--- config.mk ---
export PLATFORM = sky130hd
export DESIGN_NAME = comb_sweep_ctrl
export DESIGN_NICKNAME = d
export VERILOG_FILES = /design/src/rtl/comb_sweep_pkg.sv /design/src/rtl/comb_sweep_ctrl_settle_timer.sv /design/src/rtl/comb_sweep_ctrl.sv
export SDC_FILE = /design/constraint.sdc
export NUM_CORES = 1
export LEC_CHECK = 0
export ABC_AREA = 1
export BUFFER_PORTS_ARGS = -buffer_cell sky130_fd_sc_hd__buf_2
export CAP_MARGIN = 10
export CORE_MARGIN = 2
export CORE_UTILIZATION = 54
export DETAILED_ROUTE_END_ITERATION = 10
export GPL_TIMING_DRIVEN = 0
export HOLD_SLACK_MARGIN = 0.06
export PLACE_DENSITY_LB_ADDON = 0.08
export SLEW_MARGIN = 20
export SYNTH_ARGS = -nofsm -noshare
export SYNTH_HDL_FRONTEND = slang
export SYNTH_SLANG_ARGS = --single-unit
--- constraint.sdc ---
create_clock -name clk -period 1.6 [get_ports clk]
set_input_delay 0.16 -clock clk [delete_from_list [all_inputs] [get_ports clk]]
set_output_delay 0.16 -clock clk [all_outputs]
set_load 0.01 [all_outputs]
--- src/rtl/comb_sweep_pkg.sv ---
// Shared types and constants for the exhaustive combinational sweep controller.
//   sweep_state_t : controller state encoding (2 bits)
//   VEC_COUNT     : number of input codes walked with the default vector width
//   CNT_W         : width of the settle counter (covers settle times 1..15)
package comb_sweep_pkg;

  localparam int N_IN_DEFAULT   = 6;
  localparam int SETTLE_DEFAULT = 2;
  localparam int VEC_COUNT      = 2 ** N_IN_DEFAULT;
  localparam int CNT_W          = 4;

  typedef enum logic [1:0] {
    IDLE     = 2'd0,
    SETTLE_W = 2'd1,
    SAMPLE   = 2'd2,
    DONE     = 2'd3
  } sweep_state_t;

endpackage

--- src/rtl/comb_sweep_ctrl_settle_timer.sv ---
// Loadable up/down counter with synchronous clear and a terminal flag.
//   clk, rst : clock and synchronous active-high reset
//   clr      : clear the count to zero (highest priority after reset)
//   load     : load load_val
//   en       : count one step in the direction given by up
//   tc       : high while the count equals TERM-1
module settle_timer
  import comb_sweep_pkg::*;
#(
  parameter int TERM = SETTLE_DEFAULT
) (
  input  logic             clk,
  input  logic             rst,
  input  logic             clr,
  input  logic             load,
  input  logic [CNT_W-1:0] load_val,
  input  logic             en,
  input  logic             up,
  output logic             tc
);

  logic [CNT_W-1:0] cnt;

  always_ff @(posedge clk) begin
    if (rst) begin
      cnt <= '0;
    end else if (clr) begin
      cnt <= '0;
    end else if (load) begin
      cnt <= load_val;
    end else if (en) begin
      cnt <= up ? cnt + CNT_W'(1) : cnt - CNT_W'(1);
    end
  end

  assign tc = (cnt == CNT_W'(TERM - 1));

endmodule

--- src/rtl/comb_sweep_ctrl.sv ---
// Exhaustive stimulus sequencer for a small combinational block.
// Walks vec_out through every code, waits SETTLE cycles per code, then samples
// y_in into table_out[code] and accumulates the number of ones.
//   clk, rst   : clock and synchronous active-high reset
//   start      : begin a sweep (only accepted in IDLE)
//   abort      : leave a running sweep without a done pulse
//   vec_out    : code driven to the block (MSB = input A)
//   y_in       : block output
//   busy       : sweep in progress (including the done cycle)
//   done       : one-cycle completion pulse
//   table_out  : captured truth table, bit k = Y for code k
//   ones_cnt   : number of codes that produced Y=1
//
// state    | meaning
// IDLE     | waiting for start; results held
// SETTLE_W | current code applied, waiting for the block to settle
// SAMPLE   | capture y_in for the current code, then advance or finish
// DONE     | sweep complete, done pulse
module comb_sweep_ctrl
  import comb_sweep_pkg::*;
#(
  parameter int N_IN   = N_IN_DEFAULT,
  parameter int SETTLE = SETTLE_DEFAULT
) (
  input  logic                 clk,
  input  logic                 rst,
  input  logic                 start,
  input  logic                 abort,
  output logic [N_IN-1:0]      vec_out,
  input  logic                 y_in,
  output logic                 busy,
  output logic                 done,
  output logic [2**N_IN-1:0]   table_out,
  output logic [N_IN:0]        ones_cnt
);

  sweep_state_t state, state_nx;

  logic tmr_clr, tmr_en, tmr_tc;
  logic sweep_init, sample_en, vec_inc;

  settle_timer #(.TERM(SETTLE)) u_settle_timer (
    .clk      (clk),
    .rst      (rst),
    .clr      (tmr_clr),
    .load     (1'b0),
    .load_val ('0),
    .en       (tmr_en),
    .up       (1'b1),
    .tc       (tmr_tc)
  );

  always_comb begin
    state_nx   = state;
    tmr_clr    = 1'b0;
    tmr_en     = 1'b0;
    sweep_init = 1'b0;
    sample_en  = 1'b0;
    vec_inc    = 1'b0;
    case (state)
      IDLE: begin
        // abort is meaningless here, so start always wins
        if (start) begin
          sweep_init = 1'b1;
          tmr_clr    = 1'b1;
          state_nx   = SETTLE_W;
        end
      end
      SETTLE_W: begin
        if (abort) begin
          tmr_clr  = 1'b1;
          state_nx = IDLE;
        end else if (tmr_tc) begin
          tmr_clr  = 1'b1;
          state_nx = SAMPLE;
        end else begin
          tmr_en = 1'b1;
        end
      end
      SAMPLE: begin
        if (abort) begin
          state_nx = IDLE;
        end else begin
          sample_en = 1'b1;
          // terminal check before the increment so vec_out never wraps
          if (vec_out == {N_IN{1'b1}}) begin
            state_nx = DONE;
          end else begin
            vec_inc  = 1'b1;
            state_nx = SETTLE_W;
          end
        end
      end
      DONE: begin
        state_nx = IDLE;
      end
      default: begin
        state_nx = IDLE;
      end
    endcase
  end

  always_ff @(posedge clk) begin
    if (rst) begin
      state     <= IDLE;
      vec_out   <= '0;
      table_out <= '0;
      ones_cnt  <= '0;
    end else begin
      state <= state_nx;
      if (sweep_init) begin
        vec_out   <= '0;
        table_out <= '0;
        ones_cnt  <= '0;
      end else begin
        if (sample_en) begin
          table_out[vec_out] <= y_in;
          ones_cnt           <= ones_cnt + {{N_IN{1'b0}}, y_in};
        end
        if (vec_inc) begin
          vec_out <= vec_out + N_IN'(1);
        end
      end
    end
  end

  assign busy = (state != IDLE);
  assign done = (state == DONE);

endmodule

# Yosys cells after proc, flatten, opt, wreduce, memory -nomap -nowiden
# Index checks and enable logic that the tools add are counted.
[word_totals]
register_bits = 83
output_inout_bits = 79
[classes]
addsub = 3
magnitude_cmp = 2
n_eq_ne = 7
mux = 22
reduce_logical = 6
[op_table]
columns = ["cell", "n"]
rows = [
  ["$bwmux 64", 1],
  ["$mux 1", 13],
  ["$mux 2", 5],
  ["$pmux 2 s4", 1],
  ["$add 7x1->7", 1],
  ["$lt 6x7->1 const B", 1],
  ["$add 6x1->6 const B", 1],
  ["$demux 1 s6", 1],
  ["$eq 6x6->1 const B", 1],
  ["$ge 6x1->1 const B", 1],
  ["$add 4x1->4 const B", 1],
  ["$eq 2x2->1 const B", 2],
  ["$eq 4x1->1 const B", 1],
  ["$reduce_or 2->1", 2],
  ["$ne 3x3->1 const B", 1],
  ["$eq 2x1->1 const B", 1],
  ["$logic_not 2->1", 1],
  ["$ne 2x2->1 const B", 1],
  ["$pmux 1 s2", 1],
  ["$reduce_and 2->1", 1],
  ["$reduce_bool 2->1", 1],
  ["$logic_and 1x1->1", 1],
]

# Depth between registers and ports, before layout
[logic_depth]
word_depth = 5
depth_mapped = 9
mapped_depth_nobuf = 8

# Modules after synthesis
# From an unflattened synthesis, not the netlist that was laid out.
[hier_totals]
hier_cells = 608
hier_area_um2 = 4068.9
[by_module_without_submodules]
columns = ["module", "n_inst", "cells_each", "area_each_um2", "seq_area_each_um2"]
rows = [
  ["comb_sweep_ctrl", 1, 558, 3733.6, 1581.5],
  ["settle_timer", 1, 50, 335.3, 80.1],
]

# Least setup slack after synthesis
# OpenSTA, ideal clock, no wires.
[synth_path]
path_type = "register to register"
startpoint = "reg vec_out[5]"
endpoint = "reg table_out[36]"
setup_time_ps = 115
arrival_time_ps = 1223
t_required_ps = 1485
slack_ps = 262
stages_incl_launch_ff = 8
synth_period_minus_slack_ps = 1338
path_cell_list = "dfxtp_1 > buf_4 > inv_1 > nor3_2 > buf_4 > nand3_1 > nand2_1 > nor2_1"
[synth_between]
elab_chain_len = 5
[synth_rtl]
columns = ["item", "line_no", "rtl"]
rows = [
  ["start, declared", "comb_sweep_ctrl.sv:29", "output logic [N_IN-1:0] vec_out,"],
  ["start signal, assigned", "comb_sweep_ctrl.sv:121", "vec_out <= vec_out + N_IN'(1);"],
  ["$lt 6x7->1 (not written as such) or $ge 6x1->1 (tied branches)", "comb_sweep_ctrl.sv:117", "table_out[vec_out] <= y_in;"],
  ["$logic_and 1x1->1 (not written as such)", "comb_sweep_ctrl.sv:117", ""],
  ["$mux 1 (not written as such)", "comb_sweep_ctrl.sv:117", ""],
  ["$demux 1 s6 *", "comb_sweep_ctrl.sv:117", ""],
  ["$bwmux 64 *", "comb_sweep_ctrl.sv:117", ""],
  ["end signal, assigned by index", "comb_sweep_ctrl.sv:117", ""],
  ["end, declared", "comb_sweep_ctrl.sv:33", "output logic [2**N_IN-1:0] table_out,"],
]
# Every way passes the cells marked *; elsewhere a longest branch is shown, timed or not.
# A chain may end at the register's enable or synchronous reset.

# Worst setup path after layout
[layout_path]
startpoint = "reg state[1]"
endpoint = "reg table_out[51]"
[layout_between]
elab_chain_len = 3
[layout_rtl]
columns = ["item", "line_no", "rtl"]
rows = [
  ["start, declared", "comb_sweep_ctrl.sv:37", "sweep_state_t state, state_nx;"],
  ["start signal, assigned", "comb_sweep_ctrl.sv:110", "state <= state_nx;"],
  ["$logic_not 2->1", "comb_sweep_ctrl.sv:60", "case (state)"],
  ["$mux 1", "comb_sweep_ctrl.sv:60", ""],
  ["$reduce_or 2->1 (no source line)", "--", ""],
]
# Parallel ways exist; a longest one is shown, timed or not.

==> flow_summary_export.csv <==
group,metric,value,unit
worst_setup_path,critPathTopFamily,"simple AND/OR/NAND/NOR gates",
synthesis,synthTopCellsByCount,"137 x nand2_1, 107 x nor2_1, 83 x dfxtp_1",
sta,hold_viol_final,0,
flow_run,drv.max_cap_violation_count,0,
worst_setup_path,critPathMaxFanout,10,
synthesis,avgSynthCellArea,6.914,um^2
floorplan,rows,30,
detailed_routing,vias,3925,
worst_setup_path,end_kind,"flip-flop",
sta,period_share,0.9638,
sta,fmax,0.6485,GHz
hold_path,hold_class,"input pin to flip-flop",
hold_path,min_to,"state[1]$_SDFFE_PP0P_",
final_layout,nFillCells,619,
clock_tree,clock_sinks,83,
worst_setup_path,cpPeakStageDelay,420,ps
detailed_routing,detail_route.wirelength,10160,um
sta,rsz0062_at_grt,"yes",
global_routing,use_met1,0.3656,
floorplan,dieWidth,88.60,um
detailed_routing,viasPerCell,5.178,
power_and_ir_drop,power_switching,0.9314,mW
final_layout,finish.instance_area,4701,um^2
worst_setup_path,cp-start-kind,"flip-flop",
power_and_ir_drop,p_per_area,873.0,nW/um^2
synthesis,synth-edff-count,0,
synthesis,yosysTopAreaCell,"dfxtp_1",
power_and_ir_drop,p_sw_frac,0.2269,
worst_setup_path,worstPathRequired,1870,ps
synthesis,synth_area_leaders,"dfxtp_1 43%, nand2_1 13%, nor2_1 10%",
clock_tree,path_clk_slew,90,ps
global_routing,grt.met2_usage,0.4156,
synthesis,synth_fp_nets,569,
global_routing,grt_util_all_layers,0.2618,
sta,final_max_slew_viol_count,0,
worst_setup_path,arrival,1820,ps
worst_setup_path,cp_slowest_cell,"dfxtp_1",
sta,setup_tns,0,ps
sta,fin_hold_ws,99.12,ps
floorplan,die-height,88.60,um
synthesis,yosys.area.top_type_share,0.4299,
sta,worst_pin_slew,551.2,ps
place,portBuffers,83,
synthesis,yosysSeqAreaShare,0.4299,
synthesis,ys.flop_type,"dfxtp_1",
sta,setup_violations,0,
synthesis,yosys_warnings,0,
power_and_ir_drop,seqPwrFrac,0.505,
clock_tree,cts_tree,"yes",
floorplan,die_area,7850,um^2
worst_setup_path,r2r-start,"state[1]$_SDFFE_PP0P_",
floorplan,coreArea,6869,um^2
synthesis,syn_area,3865,um^2
clock_tree,clock_latency,350,ps
detailed_routing,ant_nets,0,
detailed_routing,dr.pass1.iters,5,
sta,period_needed,1542,ps
global_routing,grt_pass1_wl,15950,um
sta,maxSlewHeadroom,0.6326,
power_and_ir_drop,p_comb_frac,0.052,
place,dp_hpwl,7093,um
worst_setup_path,reg2reg_depth,6,
worst_setup_path,rrSetupSlack,60,ps
global_routing,met3_usage,0.04011,
synthesis,synth_cell_types,26,
final_layout,diodes,0,
detailed_routing,drt_first_iter_violations,276,
power_and_ir_drop,p_leak,2.106,nW
clock_tree,clk_path_buf_depth,2,
global_routing,grt_start_max_net_pins,15,
synthesis,synthCells,559,
synthesis,synthArstFlopShare,0,
clock_tree,cts_buffers,9,
power_and_ir_drop,total_power,4.104,mW
clock_tree,htree_levels,3,
synthesis,synth.most_common_cell,"nand2_1",
global_routing,grt_pass1_vias,3359,
power_and_ir_drop,ir_drop,0.4804,mV
detailed_routing,wl_per_cell,13.40,um
synthesis,ys_ff_latch,83,
hold_path,min-delay-start,"start",
place,post_dp_cell_area,4400,um^2
final_layout,area_growth,21.63,%
worst_setup_path,crit_path_frequent_cell,"buf_6",
worst_setup_path,r2r_end,"table_out[51]$_SDFFE_PP0P_",
clock_tree,cts-root-buf,"clkbuf_8",
sta,clock_skew,13.21,ps
power_and_ir_drop,p_int,3.173,mW
worst_setup_path,crit_buf_inv,2,
global_routing,antenna_found_initial,0,
global_routing,busiest_layer,"met2",
worst_setup_path,critical_path_class,"flip-flop to flip-flop",
outcome,status,"finished clean",
hold_path,min_path_cells,3,
power_and_ir_drop,pwr-share-clk,0.443,
final_layout,final_util,0.6843,
place,routabilityCongestion,0.8719,
final_layout,multi_input_area,1887,um^2
final_layout,nNetsFinal,667,
final_layout,seq_area,1667,um^2
floorplan,initial_core_util,0.5627,
floorplan,io_pins,84,
worst_setup_path,crit_chain,"nand3_2 > buf_6 > nor2_4 > buf_6 > nand3_1 > a21oi_1",
detailed_routing,drc,0,
global_routing,grt_overflow,0,
final_layout,layout-drive-gt1-share,0.2281,
## layer usage
layer	vias up	wire [um]
met3	17	609
met4	0	180
li1	1971	-
met5	-	0
met2	117	4716
met1	1820	4654
## per-stage QoR
step	cells	setup WS, ps
after floorplan	559	262.0
after global placement	738	6.100
after detailed placement	738	28.88
after CTS	755	18.05
after global routing	758	-57.79
final	758	57.95
## timing repair
item	4_1_cts	5_1_grt
setup buffers	0	3
setup endpoints to repair	0	37
hold buffers	1	0
gates resized for setup	0	12
hold endpoints to repair	1	0
## cells in the final DEF (no fill, tap or decap), types with 5 or more instances in the layout
master    synthesis  routed
clkbuf_1          6       7
a21oi_1          55      55
ha_1              5       5
inv_1            39      39
buf_2            17      97
dfxtp_1          83      79
nor2_1          107     105
nand2_1         137     137
clkbuf_8          0       9
nor2_2            6       7
buf_4             5       9
nand3_1          60      60
nor2_4            6       7
o21bai_1          7       7
## state kept, by name, summed over array words and instances (netlist names)
| name | flops |
|---|---|
| table_out | 64 |
| ones_cnt | 7 |
| vec_out | 6 |
| u_settle_timer.cnt | 4 |
| state | 2 |
## tightest hold or removal path, stage by stage
cell	delay, ps
buf_2	90
o211ai_1	90
nor2_1	80
## worst max-delay path by stage
| stage | from | end | slack, ps | cells past startpoint |
|---|---|---|---|---|
| after floorplan | vec_out[5]$_SDFFE_PP0P_ | table_out[36]$_SDFFE_PP0P_ | 260 | 7 |
| after global placement | vec_out[0]$_SDFFE_PP0P_ | table_out[4]$_SDFFE_PP0P_ | 6 | 7 |
| after detailed placement | vec_out[0]$_SDFFE_PP0P_ | table_out[52]$_SDFFE_PP0P_ | 30 | 7 |
| after CTS | state[1]$_SDFFE_PP0P_ | table_out[4]$_SDFFE_PP0P_ | 20 | 6 |
| after global routing | state[0]$_SDFFE_PP0P_ | table_out[0]$_SDFFE_PP0P_ | -60 | 7 |
| final | state[1]$_SDFFE_PP0P_ | table_out[51]$_SDFFE_PP0P_ | 60 | 6 |
## cell type report
| cell class | instances | share of cell area |
|---|---|---|
| tap | 96 | 0.02555 |
| sequential | 83 | 0.3545 |
| multi-input combinational | 402 | 0.4014 |
| clock buffer | 10 | 0.02715 |
| buffer | 30 | 0.03726 |
| clock inverter | 6 | 0.02369 |
| inverter | 44 | 0.03513 |
| timing repair buffer | 87 | 0.09529 |
## kinds of logic after synthesis
group / Yosys count / share of synthesized area
and+or+nand+nor: 327 / 0.3691
DFF: 83 / 0.4299
buffers and inverters: 74 / 0.08611
AOI/OAI and AO/OA: 67 / 0.09194
adders and majority gates: 5 / 0.01619
xor gates and xnor gates: 3 / 0.006800
## power groups by stage
stage / Clock, mW / Combinational (mW) / Sequential [mW]
after global placement: 0 / 0.202 / 2.12
after CTS: 1.83 / 0.209 / 2.07
final: 1.82 / 0.212 / 2.07
after global routing: 1.91 / 0.237 / 2.08
after detailed placement: 0 / 0.206 / 2.12
after floorplan: 0 / 0.149 / 2.12
No activity file was read; power rests on OpenSTA's default activity.
